<file path="src/rtl/mem_access_unit.sv">
// mem_access_unit: load/store front end for a word-wide data memory
// (combinational read, level-sensitive write).
//
// Accepts byte/half/word loads and stores through a valid/ready handshake.
// Sub-word stores use read-modify-write. Loads are sign- or zero-extended.
// All memory-side outputs come straight from registers.
//
// Optional feature macro: MISALIGN_TRAP_EN
//   defined   : misaligned half/word accesses are suppressed and flagged via err
//   undefined : low address bits below the access size are ignored
//
// Ports:
//   clk, reset        clock (rising edge), synchronous active-high reset
//   req_valid/ready   request handshake; ready is high only in IDLE
//   req_write         1 = store, 0 = load
//   req_addr          byte address
//   req_size          00 byte, 01 half, 10/11 word
//   req_unsigned      loads zero-extend when 1
//   req_wdata         store data, right-aligned
//   done              one-cycle completion pulse
//   rdata, err        load result and suppressed-access flag, valid with done
//   mem_addr          word index to memory
//   mem_wdata         write word to memory
//   mem_write         memory write strobe
//   mem_read          memory read strobe
//   mem_rdata         memory read word
module mem_access_unit #(
  parameter int unsigned DEPTH_WORDS = 64,
  parameter int unsigned IDX_WIDTH   = 32
) (
  input  logic                 clk,
  input  logic                 reset,
  input  logic                 req_valid,
  output logic                 req_ready,
  input  logic                 req_write,
  input  logic [31:0]          req_addr,
  input  logic [1:0]           req_size,
  input  logic                 req_unsigned,
  input  logic [31:0]          req_wdata,
  output logic                 done,
  output logic [31:0]          rdata,
  output logic                 err,
  output logic [IDX_WIDTH-1:0] mem_addr,
  output logic [31:0]          mem_wdata,
  output logic                 mem_write,
  output logic                 mem_read,
  input  logic [31:0]          mem_rdata
);

  localparam logic [2:0] ST_IDLE   = 3'd0;
  localparam logic [2:0] ST_RD     = 3'd1;
  localparam logic [2:0] ST_RMW_RD = 3'd2;
  localparam logic [2:0] ST_WR     = 3'd3;
  localparam logic [2:0] ST_DONE   = 3'd4;

  logic [2:0]  state;
  logic [1:0]  lane;      // req_addr[1:0] of the accepted request
  logic [1:0]  size;
  logic        is_unsigned;
  logic [31:0] wdata;

  logic        accept;
  logic        range_err;
  logic        misalign;
  logic        bad;
  logic [7:0]  ld_byte;
  logic [15:0] ld_half;
  logic [31:0] load_ext;
  logic [31:0] merged;

  always_comb begin
    accept    = req_valid & req_ready;
    range_err = {2'b00, req_addr[31:2]} >= 32'(DEPTH_WORDS);
`ifdef MISALIGN_TRAP_EN
    misalign  = ((req_size == 2'b01) && req_addr[0]) ||
                (req_size[1] && (req_addr[1:0] != 2'b00));
`else
    misalign  = 1'b0;
`endif
    bad       = range_err | misalign;
  end

  // Load lane extraction and extension, using the latched request fields.
  always_comb begin
    ld_byte  = 8'(mem_rdata >> {lane, 3'b000});
    ld_half  = lane[1] ? mem_rdata[31:16] : mem_rdata[15:0];
    load_ext = mem_rdata;
    case (size)
      2'b00:   load_ext = {{24{~is_unsigned & ld_byte[7]}}, ld_byte};
      2'b01:   load_ext = {{16{~is_unsigned & ld_half[15]}}, ld_half};
      default: load_ext = mem_rdata;
    endcase
  end

  // Sub-word store merge: replace only the addressed lanes.
  always_comb begin
    merged = mem_rdata;
    if (size == 2'b00) begin
      merged[{lane, 3'b000} +: 8] = wdata[7:0];
    end else if (lane[1]) begin
      merged[31:16] = wdata[15:0];
    end else begin
      merged[15:0] = wdata[15:0];
    end
  end

  always_ff @(posedge clk) begin
    if (reset) begin
      state       <= ST_IDLE;
      lane        <= 2'b00;
      size        <= 2'b00;
      is_unsigned <= 1'b0;
      wdata       <= 32'h0;
      req_ready   <= 1'b1;
      done        <= 1'b0;
      err         <= 1'b0;
      rdata       <= 32'h0;
      mem_addr    <= '0;
      mem_wdata   <= 32'h0;
      mem_write   <= 1'b0;
      mem_read    <= 1'b0;
    end else begin
      // Pulses and strobes default low; each state re-asserts what it needs.
      done      <= 1'b0;
      mem_read  <= 1'b0;
      mem_write <= 1'b0;
      case (state)
        ST_IDLE: begin
          if (accept) begin
            lane        <= req_addr[1:0];
            size        <= req_size;
            is_unsigned <= req_unsigned;
            wdata       <= req_wdata;
            req_ready   <= 1'b0;
            if (bad) begin
              // Suppressed access: straight to DONE, no strobe.
              state <= ST_DONE;
              done  <= 1'b1;
              err   <= 1'b1;
              rdata <= 32'h0;
            end else begin
              err      <= 1'b0;
              mem_addr <= IDX_WIDTH'(req_addr[31:2]);
              if (!req_write) begin
                state    <= ST_RD;
                mem_read <= 1'b1;
              end else if (req_size[1]) begin
                state     <= ST_WR;
                mem_write <= 1'b1;
                mem_wdata <= req_wdata;
              end else begin
                state    <= ST_RMW_RD;
                mem_read <= 1'b1;
              end
            end
          end
        end
        ST_RD: begin
          rdata <= load_ext;
          done  <= 1'b1;
          state <= ST_DONE;
        end
        ST_RMW_RD: begin
          mem_wdata <= merged;
          mem_write <= 1'b1;
          state     <= ST_WR;
        end
        ST_WR: begin
          rdata <= 32'h0;
          done  <= 1'b1;
          state <= ST_DONE;
        end
        ST_DONE: begin
          req_ready <= 1'b1;
          state     <= ST_IDLE;
        end
        default: begin
          req_ready <= 1'b1;
          state     <= ST_IDLE;
        end
      endcase
    end
  end

endmodule

</file>
<file path="config.mk">
export PLATFORM = sky130hd
export DESIGN_NAME = mem_access_unit
export DESIGN_NICKNAME = d
export VERILOG_FILES = /design/src/rtl/mem_access_unit.sv
export SDC_FILE = /design/constraint.sdc
export NUM_CORES = 1
export LEC_CHECK = 0
export ABC_AREA = 0
export CAP_MARGIN = 0
export CORE_UTILIZATION = 64
export CTS_BUF_LIST = sky130_fd_sc_hd__clkbuf_16
export DETAILED_ROUTE_END_ITERATION = 7
export DONT_BUFFER_PORTS = 1
export GPL_TIMING_DRIVEN = 0
export PLACE_DENSITY = 0.78
export SYNTH_ARGS = -nofsm -noshare
export SYNTH_HDL_FRONTEND = slang
export SYNTH_SLANG_ARGS = --single-unit
</file>
<file path="constraint.sdc">
create_clock -name clk -period 3.4 [get_ports clk]
set_clock_uncertainty 0.2 [all_clocks]
set_input_delay 0.68 -clock clk [delete_from_list [all_inputs] [get_ports clk]]
set_output_delay 0.68 -clock clk [all_outputs]
set_load 0.005 [all_outputs]
</file>
==> summary.md <==
| Metric | Value |
|---|---|
| Status | completed |
| Worst setup margin | 0.2934 ns |
| CP Launch Type | flop |
| Number of max-slew violations in the final report | 0 |
| Most frequent cells in the layout | 123 x dfxtp_1, 77 x a21oi_1, 62 x nand2b_1 |
| Post-Syn Instances | 750 |
| Synth Warn # | 0 |
| Clock sinks | 123 |
| Synth area leaders | dfxtp_1 38%, mux2i_1 7.2%, nand2b_1 5.9% |
| CP max FO | 10 |
| PortBufs | 0 |
| Worst-Margin Slew | 1.242 ns |
| Minimum clock period | 3.107 ns |
| Worst vdd ir | 0.4270 mV |
| HP Class | in -> reg |
| CTS buffer count | 17 |
| Fmax | 321.9 MHz |
| Area delta synth->final | 12.06% |
| Asr flop ratio synth | 0 |
| PostCTS Resize Cnt | 0 |
| Share of the synthesized area in the top cell type | 0.3774 |
| Number of remaining DRC errors | 0 |
| DR vias | 6331 |
| CTS root buffer | clkbuf_16 |
| Starting Density | 0.6645 |
| Worst Path Arrival | 3.24 ns |
| Sw Ratio | 0.2649 |
| P_sw | 1000 uW |
| Sequential share of power | 0.394 |
| Max-slew headroom | 0.1645 |
| Site Rows | 36 |
| PD cells | 516.3 nW/um^2 |
| Avg Synthesized Cell Area | 8.700 sq um |
| # IOs | 204 |
| Comb pwr share | 0.105 |
| CP endpoint kind | flop |
| Worst slack, placed | 0.3865 ns |
| Vias in the first global route | 6045 |
| Commonest non-fill, non-tap cell in the layout | dfxtp_1 |
| Critical path class | reg -> reg |
| Clock power frac | 0.500 |
| Max-Cap Viols | 0 |
| Setup_tns | 0 ns |
| Filler Cell Count | 736 |
| Pleak | 0.002719 uW |
| Post-route ant nets | 0 |
| Initial antenna violation count | 0 |
| Ys flop type | dfxtp_1 |
| CTS Hold Buffers Added | 0 |
| Required @ worst endpoint | 3.54 ns |
| Die H | 103.0 um |
| H-tree depth | 4 |
| RSZ-0062 raised after global routing | no |
| Synth unique cells | 49 |
| Post-CTS Setup Bufs | 0 |
| First-pass GRT wire length | 32530 um |
| Largest net degree at the start of global routing | 17 |
| Final Hold Fails | 0 |
| Leading area contributor after synthesis | dfxtp_1 |
| Fin util | 0.7446 |
| Sequential share of the synthesized area | 0.3774 |
| Layout Nets | 878 |
| Die area | 10600 sq um |
| Drt pass-1 iters | 6 |
| GR Overflow Total | 0 |
| Hold WS | 0.1778 ns |
| Worst reg2reg setup slack | 0.29 ns |
| Overall routing resource usage | 0.4187 |
| Core area | 9819 sq um |
| Mapped cell area | 6525 sq um |
| Layout cells sized above 1 | 0.1022 |
| CTS tree | built |
| Drt wl/cell | 23.93 um |
| Later-pin clock latency in the skew report | 0.44 ns |
| Post-DP HPWL | 16020 um |
| Int Pwr | 2775 uW |
| Vias/cell | 6.912 |
| CTS clk-pin slew, worst paths | 0.06 ns |
| Total Power | 3775 uW |
| Number of synthesized flops with an enable pin | 0 |
| # setup viols final | 0 |
| Final wirelength | 21920 um |
| Synth Register Bits | 123 |
| Antenna cells | 0 |
| Final period utilization | 0.9137 |
| DRT iter0 DRCs | 596 |
| Clock buffer depth | 2 |
| GPL Wtd Cong | 0.9656 |
| Chip width | 103.0 um |
==> worst paths after layout <==
path,startpoint,to,cells after the start
setup / recovery,lane[1],mem_wdata[31],8
hold / removal,req_wdata[13],wdata[13],2
setup reg to reg,lane[1],mem_wdata[31],8
hold reg to reg,wdata[13],wdata[13],2
==> stage by stage <==
step | area, sq um | instances
finish | 7312 | 916
global route | 7312 | 916
CTS | 7312 | 916
detailed placement | 6695 | 884
global placement | 6695 | 884
floorplan | 6529 | 751
==> cells in the mapped netlist, types with 5 or more instances <==
library cell,number
clkbuf_1,50
a221o_1,32
o22ai_1,17
o32ai_1,16
dfxtp_1,123
nand2_1,45
inv_1,48
mux2_2,28
a211oi_1,18
mux2i_1,47
a22oi_1,16
ha_1,5
a221oi_1,24
and2_1,26
buf_2,8
a21oi_1,77
nor2_1,5
nor3_1,24
nor4_1,5
nand2b_1,62
buf_1,6
o21ai_0,29
==> per-layer routing <==
metal | GRT usage | share of wire | vias to the layer above
li1 | - | - | 2796
met1 | 0.4964 | 0.36 | 2979
met2 | 0.6600 | 0.45 | 462
met3 | 0.1519 | 0.14 | 94
met4 | 0.2297 | 0.048 | 0
met5 | 0 | 0 | -
==> critical path, cell delays in order, from the launching register on <==
cell and delay [ns]:
dfxtp_1 0.43, buf_1 0.45, inv_1 0.27, ha_1 0.38, nor4bb_1 0.28, buf_1 0.36, a221o_1 0.21, a22oi_1 0.11
a211oi_1 0.30
==> sequential cells by signal, summed over array words and instances (netlist names) <==
| register | count |
|---|---|
| mem_wdata | 32 |
| rdata | 32 |
| mem_addr | 30 |
| wdata | 16 |
| state | 3 |
| lane | 2 |
| size | 2 |
| done | 1 |
| err | 1 |
| is_unsigned | 1 |
| mem_read | 1 |
| mem_write | 1 |
| req_ready | 1 |
==> power by group through the flow <==
stage	logic, uW	clock network (uW)	registers, uW
after floorplan	291	0	1510
after detailed placement	380	0	1520
final	398	1890	1490
after CTS	386	1890	1490
after global routing	422	1950	1490
after global placement	369	0	1520
==> kinds of logic after synthesis <==
family          share of synthesized area
compound gates                     0.2556
flops                              0.3774
simple gates                       0.1647
other cells                     0.0005747
buf+inv                           0.07171
fa+ha+maj                        0.009588
mux                                0.1204
==> final cells by class <==
cell class	instances	area [sq um]	area share
Sequential cell	123	2462	0.3368
Tap cell	133	166.4	0.02276
Clock inverter	15	191.4	0.02618
Inverter	49	183.9	0.02515
Buffer	68	284.0	0.03884
Multi-Input combinational cell	511	3598	0.4921
Clock buffer	17	425.4	0.05818
(Power assumes the default switching activity.)
